$ cat src/rtl/mcp3008_emulator_pkg.sv
// Shared definitions for the MCP3008 SPI responder: FSM states, frame geometry
// and the differential-mode clamp.
package mcp3008_emulator_pkg;

    localparam int MCP_CMD_BITS  = 4;
    localparam int MCP_DATA_BITS = 10;
    localparam int MCP_NUM_CH    = 8;

    typedef enum logic [2:0] {
        IDLE,
        WAIT_ST,
        CMD,
        SAMPLE,
        DATA,
        TAIL
    } state_t;

    // Pseudo-differential result: a negative difference reads as zero.
    function automatic logic [MCP_DATA_BITS-1:0] diff_clamp(
        input logic [MCP_DATA_BITS-1:0] p,
        input logic [MCP_DATA_BITS-1:0] m
    );
        logic [MCP_DATA_BITS:0] d;
        d = {1'b0, p} - {1'b0, m};
        return d[MCP_DATA_BITS] ? '0 : d[MCP_DATA_BITS-1:0];
    endfunction

endpackage

$ cat src/rtl/mcp3008_emulator_sync_edge.sv
// Multi-flop synchronizer for one asynchronous SPI pin, with single-clk rise and
// fall pulses derived from the synchronized level.
module sync_edge #(
    parameter int   SYNC_STAGES = 2,
    parameter logic RST_VAL     = 1'b0
) (
    input  logic clk,
    input  logic rst_n,
    input  logic a_i,
    output logic lvl_o,
    output logic rise_o,
    output logic fall_o
);

    logic [SYNC_STAGES-1:0] sync_q;
    logic                   prev_q;

    always_ff @(posedge clk) begin
        if (!rst_n) begin
            sync_q <= {SYNC_STAGES{RST_VAL}};
            prev_q <= RST_VAL;
        end else begin
            sync_q <= {sync_q[SYNC_STAGES-2:0], a_i};
            prev_q <= sync_q[SYNC_STAGES-1];
        end
    end

    assign lvl_o  = sync_q[SYNC_STAGES-1];
    assign rise_o = lvl_o & ~prev_q;
    assign fall_o = ~lvl_o & prev_q;

endmodule

$ cat src/rtl/mcp3008_emulator.sv
// MCP3008 8-channel 10-bit ADC emulator on the SPI responder side.
// Optional build macro MCP3008_EMU_LSB_TAIL_EN: repeat B1..B9 LSB-first after B0.
module mcp3008_emulator
    import mcp3008_emulator_pkg::*;
#(
    parameter int          SYNC_STAGES = 2,
    parameter logic [9:0]  RESET_CODE  = 10'h000,
    parameter int          COUNT_W     = 16
) (
    input  logic               clk,
    input  logic               rst_n,
    input  logic               dclk,
    input  logic               cs_n,
    input  logic               din,
    output logic               dout,
    output logic               dout_oe,
    input  logic               wr_en,
    input  logic [2:0]         wr_addr,
    input  logic [9:0]         wr_data,
    output logic [COUNT_W-1:0] conv_count,
    output logic [3:0]         last_cmd
);

    logic dclk_lvl, d_rise, d_fall;
    logic cs_lvl, cs_rise, cs_fall;
    logic din_lvl, din_rise, din_fall;

    // cs_n synchronizer resets low so a select already held low at reset release
    // is not mistaken for a fresh frame start.
    sync_edge #(.SYNC_STAGES(SYNC_STAGES), .RST_VAL(1'b0)) u_sync_dclk (
        .clk(clk), .rst_n(rst_n), .a_i(dclk), .lvl_o(dclk_lvl), .rise_o(d_rise), .fall_o(d_fall));
    sync_edge #(.SYNC_STAGES(SYNC_STAGES), .RST_VAL(1'b0)) u_sync_cs (
        .clk(clk), .rst_n(rst_n), .a_i(cs_n), .lvl_o(cs_lvl), .rise_o(cs_rise), .fall_o(cs_fall));
    sync_edge #(.SYNC_STAGES(SYNC_STAGES), .RST_VAL(1'b0)) u_sync_din (
        .clk(clk), .rst_n(rst_n), .a_i(din), .lvl_o(din_lvl), .rise_o(din_rise), .fall_o(din_fall));

    logic unused_edges;
    assign unused_edges = dclk_lvl ^ cs_rise ^ din_rise ^ din_fall;

    logic [9:0] ch_q [MCP_NUM_CH];

    always_ff @(posedge clk) begin
        if (!rst_n) begin
            for (int i = 0; i < MCP_NUM_CH; i++) ch_q[i] <= RESET_CODE;
        end else if (wr_en) begin
            ch_q[wr_addr] <= wr_data;
        end
    end

    state_t             state_q, state_d;
    logic [3:0]         bit_cnt_q, bit_cnt_d;
    logic [2:0]         cmd_q, cmd_d;
    logic [3:0]         last_cmd_q, last_cmd_d;
    logic [9:0]         word_q, word_d;
    logic               dout_q, dout_d;
    logic               oe_q, oe_d;
    logic [COUNT_W-1:0] conv_q, conv_d;
    logic [9:0]         sel_code;
    logic [3:0]         data_idx, tail_idx;

    assign sel_code = last_cmd_q[3] ? ch_q[last_cmd_q[2:0]]
                    : diff_clamp(ch_q[last_cmd_q[2:0]], ch_q[{last_cmd_q[2:1], ~last_cmd_q[0]}]);
    assign data_idx = 4'd9 - bit_cnt_q;
    assign tail_idx = bit_cnt_q + 4'd1;

    always_ff @(posedge clk) begin
        if (!rst_n) begin
            state_q    <= IDLE;
            bit_cnt_q  <= '0;
            cmd_q      <= '0;
            last_cmd_q <= '0;
            dout_q     <= 1'b0;
            oe_q       <= 1'b0;
            conv_q     <= '0;
        end else begin
            state_q    <= state_d;
            bit_cnt_q  <= bit_cnt_d;
            cmd_q      <= cmd_d;
            last_cmd_q <= last_cmd_d;
            dout_q     <= dout_d;
            oe_q       <= oe_d;
            conv_q     <= conv_d;
        end
    end

    always_ff @(posedge clk) begin
        word_q <= word_d;
    end

    always_comb begin
        state_d    = state_q;
        bit_cnt_d  = bit_cnt_q;
        cmd_d      = cmd_q;
        last_cmd_d = last_cmd_q;
        word_d     = word_q;
        dout_d     = dout_q;
        oe_d       = oe_q;
        conv_d     = conv_q;
        if (cs_lvl) begin
            state_d   = IDLE;
            bit_cnt_d = '0;
            dout_d    = 1'b0;
            oe_d      = 1'b0;
        end else begin
            case (state_q)
                IDLE: if (cs_fall) state_d = WAIT_ST;
                WAIT_ST: if (d_rise && din_lvl) begin
                    state_d   = CMD;
                    bit_cnt_d = '0;
                end
                CMD: if (d_rise) begin
                    cmd_d     = {cmd_q[1:0], din_lvl};
                    bit_cnt_d = bit_cnt_q + 4'd1;
                    if (bit_cnt_q == 4'd3) begin
                        last_cmd_d = {cmd_q, din_lvl};
                        state_d    = SAMPLE;
                        bit_cnt_d  = '0;
                    end
                end
                // Phase 0: skip the sample-period F; 1: latch on R; 2: null bit on F.
                SAMPLE: begin
                    if (bit_cnt_q == 4'd0 && d_fall) begin
                        bit_cnt_d = 4'd1;
                    end else if (bit_cnt_q == 4'd1 && d_rise) begin
                        word_d    = sel_code;
                        bit_cnt_d = 4'd2;
                    end else if (bit_cnt_q == 4'd2 && d_fall) begin
                        oe_d      = 1'b1;
                        dout_d    = 1'b0;
                        bit_cnt_d = '0;
                        state_d   = DATA;
                    end
                end
                DATA: if (d_fall) begin
                    dout_d    = word_q[data_idx];
                    bit_cnt_d = bit_cnt_q + 4'd1;
                    if (bit_cnt_q == 4'd9) begin
                        conv_d    = conv_q + COUNT_W'(1);
                        bit_cnt_d = '0;
                        state_d   = TAIL;
                    end
                end
                TAIL: if (d_fall) begin
`ifdef MCP3008_EMU_LSB_TAIL_EN
                    if (bit_cnt_q < 4'd9) begin
                        dout_d    = word_q[tail_idx];
                        bit_cnt_d = bit_cnt_q + 4'd1;
                    end else begin
                        dout_d = 1'b0;
                    end
`else
                    dout_d = 1'b0;
`endif
                end
                default: state_d = IDLE;
            endcase
        end
    end

    assign dout       = dout_q;
    assign dout_oe    = oe_q;
    assign conv_count = conv_q;
    assign last_cmd   = last_cmd_q;

    logic unused_tail;
    assign unused_tail = ^tail_idx;

endmodule
$ cat config.mk
export PLATFORM = sky130hd
export DESIGN_NAME = mcp3008_emulator
export DESIGN_NICKNAME = d
export VERILOG_FILES = /design/src/rtl/mcp3008_emulator_pkg.sv /design/src/rtl/mcp3008_emulator_sync_edge.sv /design/src/rtl/mcp3008_emulator.sv
export SDC_FILE = /design/constraint.sdc
export NUM_CORES = 1
export LEC_CHECK = 0
export ABC_AREA = 1
export CAP_MARGIN = 10
export CELL_PAD_IN_SITES_DETAIL_PLACEMENT = 1
export CELL_PAD_IN_SITES_GLOBAL_PLACEMENT = 1
export CORE_UTILIZATION = 48
export DETAILED_ROUTE_END_ITERATION = 7
export GPL_ROUTABILITY_DRIVEN = 0
export GPL_TIMING_DRIVEN = 0
export PLACE_DENSITY = 0.95
export SYNTH_ARGS = -nofsm -noshare
export SYNTH_HDL_FRONTEND = slang
export SYNTH_SLANG_ARGS = --single-unit
export TNS_END_PERCENT = 30
$ cat constraint.sdc
create_clock -name clk -period 6.7 [get_ports clk]
set_input_delay 1.005 -clock clk [delete_from_list [all_inputs] [get_ports clk]]
set_output_delay 1.005 -clock clk [all_outputs]
set_load 0.05 [all_outputs]
==> flow_summary.yaml, run 1 <==
run_status:
  status: "finished clean"
pwr:
  power_density_mw_per_mm2: 257.5
  clkPwrFrac: 0.404
  ir_drop_uv: 184.4
  switchingPower_mw: 0.6613
  p_leak_nw: 3.561
  sw_frac_of_total: 0.2945
  power_frac_comb: 0.163
  p_total_mw: 2.245
  p_int_mw: 1.584
  pwr-share-seq: 0.433
sta:
  tns_ns: 0
  setup_viol_count_final: 0
  finalHoldViolCount: 0
  rsz0062_at_grt: "no"
  max_freq_mhz: 278.1
  tightest_slew_ns: 0.8400
  drv_slew: 0
  period_needed_ns: 3.596
  slew_headroom: 0.4379
  worst_clock_skew_ns: 0.009948
  period_share: 0.5367
clocking:
  clkSinkCount: 133
  post_cts_resized: 0
  ctsHoldBuffers: 0
  clk_pin_slew_ns: 0.06
  root_buffer: "clkbuf_16"
  tritoncts.num_buffers: 17
  clock_latency_ns: 0.43
  post-cts-setup-buffers: 0
  clk_path_buf_depth: 2
  h-tree-depth: 4
  cts_tree: "done"
detailed_routing:
  wire_per_inst_microns: 21.64
  via_per_inst: 6.102
  vias: 7743
  drc: 0
  drtIter0Drc: 708
  ant_nets: 0
  first_pass_iters: 7
  wirelength_microns: 27470
synthesis:
  synth_area_sq_mm: 0.007505
  yosysTopAreaCellShare: 0.3601
  synth-seq-area-share: 0.4748
  async_reset_ff_frac: 0
  ys.flop_type: "edfxtp_1"
  syn-num-nets: 1023
  synthMuxAreaShare: 0
  ys_top_cells_by_count: "nand2_1, nor2_1, inv_1"
  yosysWarnings: 0
  synthXorXnorAreaFrac: 0.01284
  synth-simple-area-share: 0.2421
  synth.area.top_cells: "edfxtp_1, dfxtp_1, nand2_1"
  synth_adder_area_share: 0.03101
  synth_top_area_cell: "edfxtp_1"
  synth_compound_area_frac: 0.1544
  synth-seq-cells: 133
  synthCells: 986
  synth_top_family_by_area: "simple AND/OR/NAND/NOR gates"
  synth_edf_count: 90
  avgSynthCellArea_sq_um: 7.611
  yosysMostFrequentCell: "nand2_1"
  synth_cell_types: 35
global_route:
  antenna_found_initial: 0
  grt_pass1_wl_microns: 43800
  grt_pass1_vias: 8003
  grt_max_degree: 17
  grt_usage: 0.3595
  grt.overflow.total: 0
worst_hold_path:
  min_from: "u_sync_din.sync_q[0]"
  holdPathEnd: "u_sync_din.sync_q[1]"
  holdPathStages: 2
  hold_class: "flop to flop"
setup_path:
  r2r-end: "word_q[8]"
  crit_slowest_cell: "clkbuf_1"
  arrival_ns: 3.78
  cp_slowest_stage_delay_ns: 0.56
  critPathLaunchType: "flop"
  crit_chain: "clkbuf_1, clkbuf_1, o211ai_1, nand3_1, o21ai_0, ha_1, nand2_1, nand2_1, nand2_1, nand2_1, nand2_1, nand4_1, nand2_1, inv_1, nand2_1, nand2_1"
  ff2ff_path_depth: 16
  critPathMostFrequentCell: "nand2_1"
  reg2reg_setup_slack_ns: 3.10
  crit_type: "flop to flop"
  critPathCaptureType: "flop"
  cp.required_ns: 6.88
  r2r_start: "last_cmd[1]"
  cp_max_fo: 10
cells_and_area:
  nFillCells: 1909
  nets: 1082
  ff_latch_area_sq_mm: 0.003563
  area_delta_synth_final_pct: 16.19
  multiInputGateArea_sq_mm: 0.003304
  layout-drive-gt1-share: 0.04348
  diodes: 0
placed_design:
  port_buffers: 40
  hpwl_microns: 18960
floorplanning:
  start_util: 0.4918
  fp.dieH_microns: 127.0
  dieArea_sq_mm: 0.01614
  row_count: 45
  fp.coreArea_sq_mm: 0.01526
  io_pins: 41
  die_w_microns: 127.0
run:
  max-cap-violations: 0
metrics by stage:
step           utilization  cells  setup WS [ns]  hold slack (ns)  cell area, sq um
6_report            0.5715   1269          3.104           0.4438              8720
3_3_place_gp        0.5354   1237          3.388           0.3956              8169
3_5_place_dp        0.5354   1237          3.311           0.4065              8169
2_1_floorplan            -    986          3.768           0.3905              7505
5_1_grt             0.5715   1269          2.874           0.4725              8720
4_1_cts             0.5715   1269          3.211           0.4429              8720
power by group through the flow:
stage | Combinational (mW) | Sequential [mW] | Clock (mW)
after floorplan | 0.254 | 0.964 | 0
after global placement | 0.332 | 0.978 | 0
after detailed placement | 0.350 | 0.983 | 0
after CTS | 0.364 | 0.968 | 0.900
after global routing | 0.411 | 0.974 | 0.931
final | 0.366 | 0.971 | 0.908
critical path, delay by kind of cell (launching register included):
family,cells,cell delay [ns]
AOI/OAI and AO/OA,2,0.36
adders and majority gates,1,0.43
DFF,1,0.47
buffers and inverters,3,1.11
and+or+nand+nor,10,0.96
worst max path at each step:
stage,startpoint,endpoint,slack [ns],cells past startpoint
final,last_cmd[1],word_q[8],3.10,16
after global placement,last_cmd[1],word_q[6],3.39,16
after detailed placement,last_cmd[1],word_q[8],3.31,16
after global routing,last_cmd[1],word_q[8],2.87,16
after CTS,last_cmd[0],word_q[8],3.21,18
after floorplan,last_cmd[0],word_q[8],3.77,17
layout make-up:
| class | instances | share of cell area |
|---|---|---|
| timing repair buffer | 40 | 0.04592 |
| inverter | 122 | 0.05252 |
| sequential | 133 | 0.4087 |
| buffer | 43 | 0.02052 |
| multi-input combinational | 688 | 0.3790 |
| clock inverter | 10 | 0.01220 |
| clock buffer | 22 | 0.05094 |
| tap | 211 | 0.03028 |
layout by cell type, fill, tap and decap left out, types with 4 or more instances in the layout:
cell type / instances
a21oi_1: 78
clkbuf_1: 37
o211ai_1: 19
nand3_1: 61
nand4_1: 8
buf_2: 8
o22ai_1: 4
clkbuf_16: 17
nor3_1: 5
xor2_1: 6
clkinv_1: 5
clkdlybuf4s50_1: 40
nor2_1: 164
ha_1: 17
o21a_1: 8
nand2_1: 197
inv_1: 114
edfxtp_1: 90
inv_2: 6
o21ai_0: 99
xnor2_1: 5
dfxtp_1: 43
layer usage:
metal | wire length, microns | vias to the layer above | track usage
li1 | - | 3376 | -
met1 | 10610 | 3740 | 0.4329
met2 | 13080 | 494 | 0.5911
met3 | 2566 | 133 | 0.09548
met4 | 1209 | 0 | 0.1919
met5 | 0 | - | 0
cells by family after synthesis:
group | after synthesis
adders and majority gates | 18
AOI/OAI and AO/OA | 215
buffers and inverters | 165
and+or+nand+nor | 444
xor gates and xnor gates | 11
DFF | 133
flip-flops by register name, indices dropped and copies added (netlist names), 3 cells and up, named ones only:
| signal | flops |
|---|---|
| conv_count | 16 |
| last_cmd | 4 |
| word_q | 10 |
| state_q | 3 |
| ch_q | 80 |
| bit_cnt_q | 4 |
| cmd_q | 3 |
Note: power is estimated with default switching activity, not from simulation.
==> run 2: changes to the inputs <==
Settings changed: CORE_UTILIZATION 48 to 45, PLACE_DENSITY 0.95 to 0.91.
Clock period 6.7 ns to 3.7 ns, I/O delays scaled along.
==> flow_summary.yaml, run 2 (synthesized netlist as in run 1, its figures left out) <==
cells_and_area:
  mostFrequentLayoutCells: "nand2_1, nor2_1, inv_1"
  diodes: 0
  regMostFlops: "ch_q"
  nets: 1082
  nFillCells: 2000
  layout_commonest_cell: "nand2_1"
  final_util: 0.5494
  largest_register_ffs: 80
  layout-drive-gt1-share: 0.05198
  area_delta_synth_final_pct: 17.56
floorplanning:
  row_count: 46
  io_pins: 41
  die_w_microns: 131.1
  fp.dieH_microns: 131.1
  start_util: 0.4674
  dieArea_sq_mm: 0.01720
  fp.coreArea_sq_mm: 0.01606
setup_path:
  critPathLaunchType: "flop"
  crit_type: "flop to flop"
  reg2reg_setup_slack_ns: 0.20
  endpoint: "word_q[5]"
  cp.required_ns: 3.89
  crit_start: "last_cmd[1]"
  r2r_start: "last_cmd[1]"
  ff2ff_path_depth: 16
  cp_max_fo: 10
  r2r-end: "word_q[5]"
  critPathCaptureType: "flop"
  arrival_ns: 3.69
sta:
  slew_headroom: 0.4177
  finalHoldViolCount: 0
  period_needed_ns: 3.496
  tightest_slew_ns: 0.8703
  drv_slew: 0
  tns_ns: 0
  max_freq_mhz: 286.0
  period_share: 0.9449
  worst_clock_skew_ns: 0.009139
  setup_viol_count_final: 0
  rsz0062_at_grt: "no"
clocking:
  post-cts-setup-buffers: 0
  h-tree-depth: 4
  clock_latency_ns: 0.44
  tritoncts.num_buffers: 17
  root_buffer: "clkbuf_16"
  clkSinkCount: 133
  clk_pin_slew_ns: 0.06
  clk_path_buf_depth: 2
  cts_tree: "done"
placed_design:
  hpwl_microns: 18220
  port_buffers: 40
run_status:
  status: "finished clean"
pwr:
  p_total_mw: 4.259
  p_leak_nw: 3.627
  power_density_mw_per_mm2: 482.8
  ir_drop_uv: 489.6
detailed_routing:
  drtIter0Drc: 608
  first_pass_iters: 5
  wire_per_inst_microns: 20.25
  via_per_inst: 5.728
  vias: 7298
  ant_nets: 0
  wirelength_microns: 25800
  drc: 0
run:
  max-cap-violations: 0
global_route:
  grt_pass1_vias: 7525
  grt_usage: 0.3083
  antenna_found_initial: 0
  grt.overflow.total: 0
  grt_pass1_wl_microns: 40990
  grt_max_degree: 17
worst_hold_path:
  hold_class: "flop to flop"
run 2: cell count changes in the layout (fill, tap and decap cells not counted):
cell        delta
inv_4          +3
clkbuf_2       +3
clkbuf_16      +5
clkbuf_1       -6
clkinv_2       -1
clkinvlp_4     -1
bufinv_16      -1
clkinv_1       -3
clkbuf_8       +1
run 2: worst min path at each step:
stage | start | cells after the start | slack [ns] | end
finish | u_sync_dclk.sync_q[0] | 2 | 0.42 | u_sync_dclk.sync_q[1]
global route | u_sync_cs.sync_q[0] | 2 | 0.44 | u_sync_cs.sync_q[1]
CTS | u_sync_dclk.sync_q[0] | 2 | 0.42 | u_sync_dclk.sync_q[1]
detailed placement | u_sync_dclk.sync_q[0] | 2 | 0.40 | u_sync_dclk.sync_q[1]
global placement | u_sync_cs.sync_q[0] | 2 | 0.40 | u_sync_cs.sync_q[1]
floorplan | u_sync_cs.sync_q[0] | 2 | 0.39 | u_sync_cs.sync_q[1]
run 2: layout make-up:
cell class | count | area, sq um | area share
plain buffers | 43 | 180.2 | 0.02042
clock buffers | 25 | 574.3 | 0.06510
clock inverters | 7 | 71.32 | 0.008084
inverters | 122 | 457.9 | 0.05191
multi-input cells | 688 | 3304 | 0.3746
flip-flops and latches | 133 | 3563 | 0.4039
well taps | 216 | 270.3 | 0.03063
repair buffers | 40 | 400.4 | 0.04538
run 2: per-layer routing:
layer / up-vias / wire, microns / global-route usage
li1: 3383 / - / -
met1: 3544 / 10620 / 0.3819
met2: 316 / 12730 / 0.5298
met3: 55 / 1786 / 0.06096
met4: 0 / 656 / 0.1131
met5: - / 0 / 0
run 2: where the power goes:
part	switching (mW)	internal [mW]	leakage, nW
Sequential	0.0806	1.67	1.21
Clock	0.697	1.15	0.327
Combinational	0.445	0.208	2.09
Total	1.22	3.04	3.63
run 2: metrics by stage:
stage | hold WS, ns | instance area (sq um) | cells | setup WS (ns)
final | 0.4155 | 8822 | 1274 | 0.2039
after global routing | 0.4363 | 8822 | 1274 | 0.04208
after CTS | 0.4166 | 8821 | 1274 | 0.1928
after detailed placement | 0.4018 | 8175 | 1242 | 0.2637
after global placement | 0.3976 | 8175 | 1242 | 0.3472
after floorplan | 0.3905 | 7505 | 986 | 0.7683
run 2: critical path, cell delays in order (launching register included):
cell      delay, ns
dfxtp_1        0.47
clkbuf_1       0.41
clkbuf_1       0.46
o21ai_0        0.16
o21ai_0        0.20
o21ai_0        0.15
ha_1           0.41
nand2_1        0.13
nand2_1        0.06
nand2_1        0.05
nand2_1        0.07
nand2_1        0.08
nand4_1        0.09
nand2_1        0.22
inv_1          0.14
nand2_1        0.10
nand2_1        0.06
run 2: timing repair:
action,in CTS,in global routing
setup endpoints to repair,0,3
gates resized for setup,0,2
hold buffers,0,0
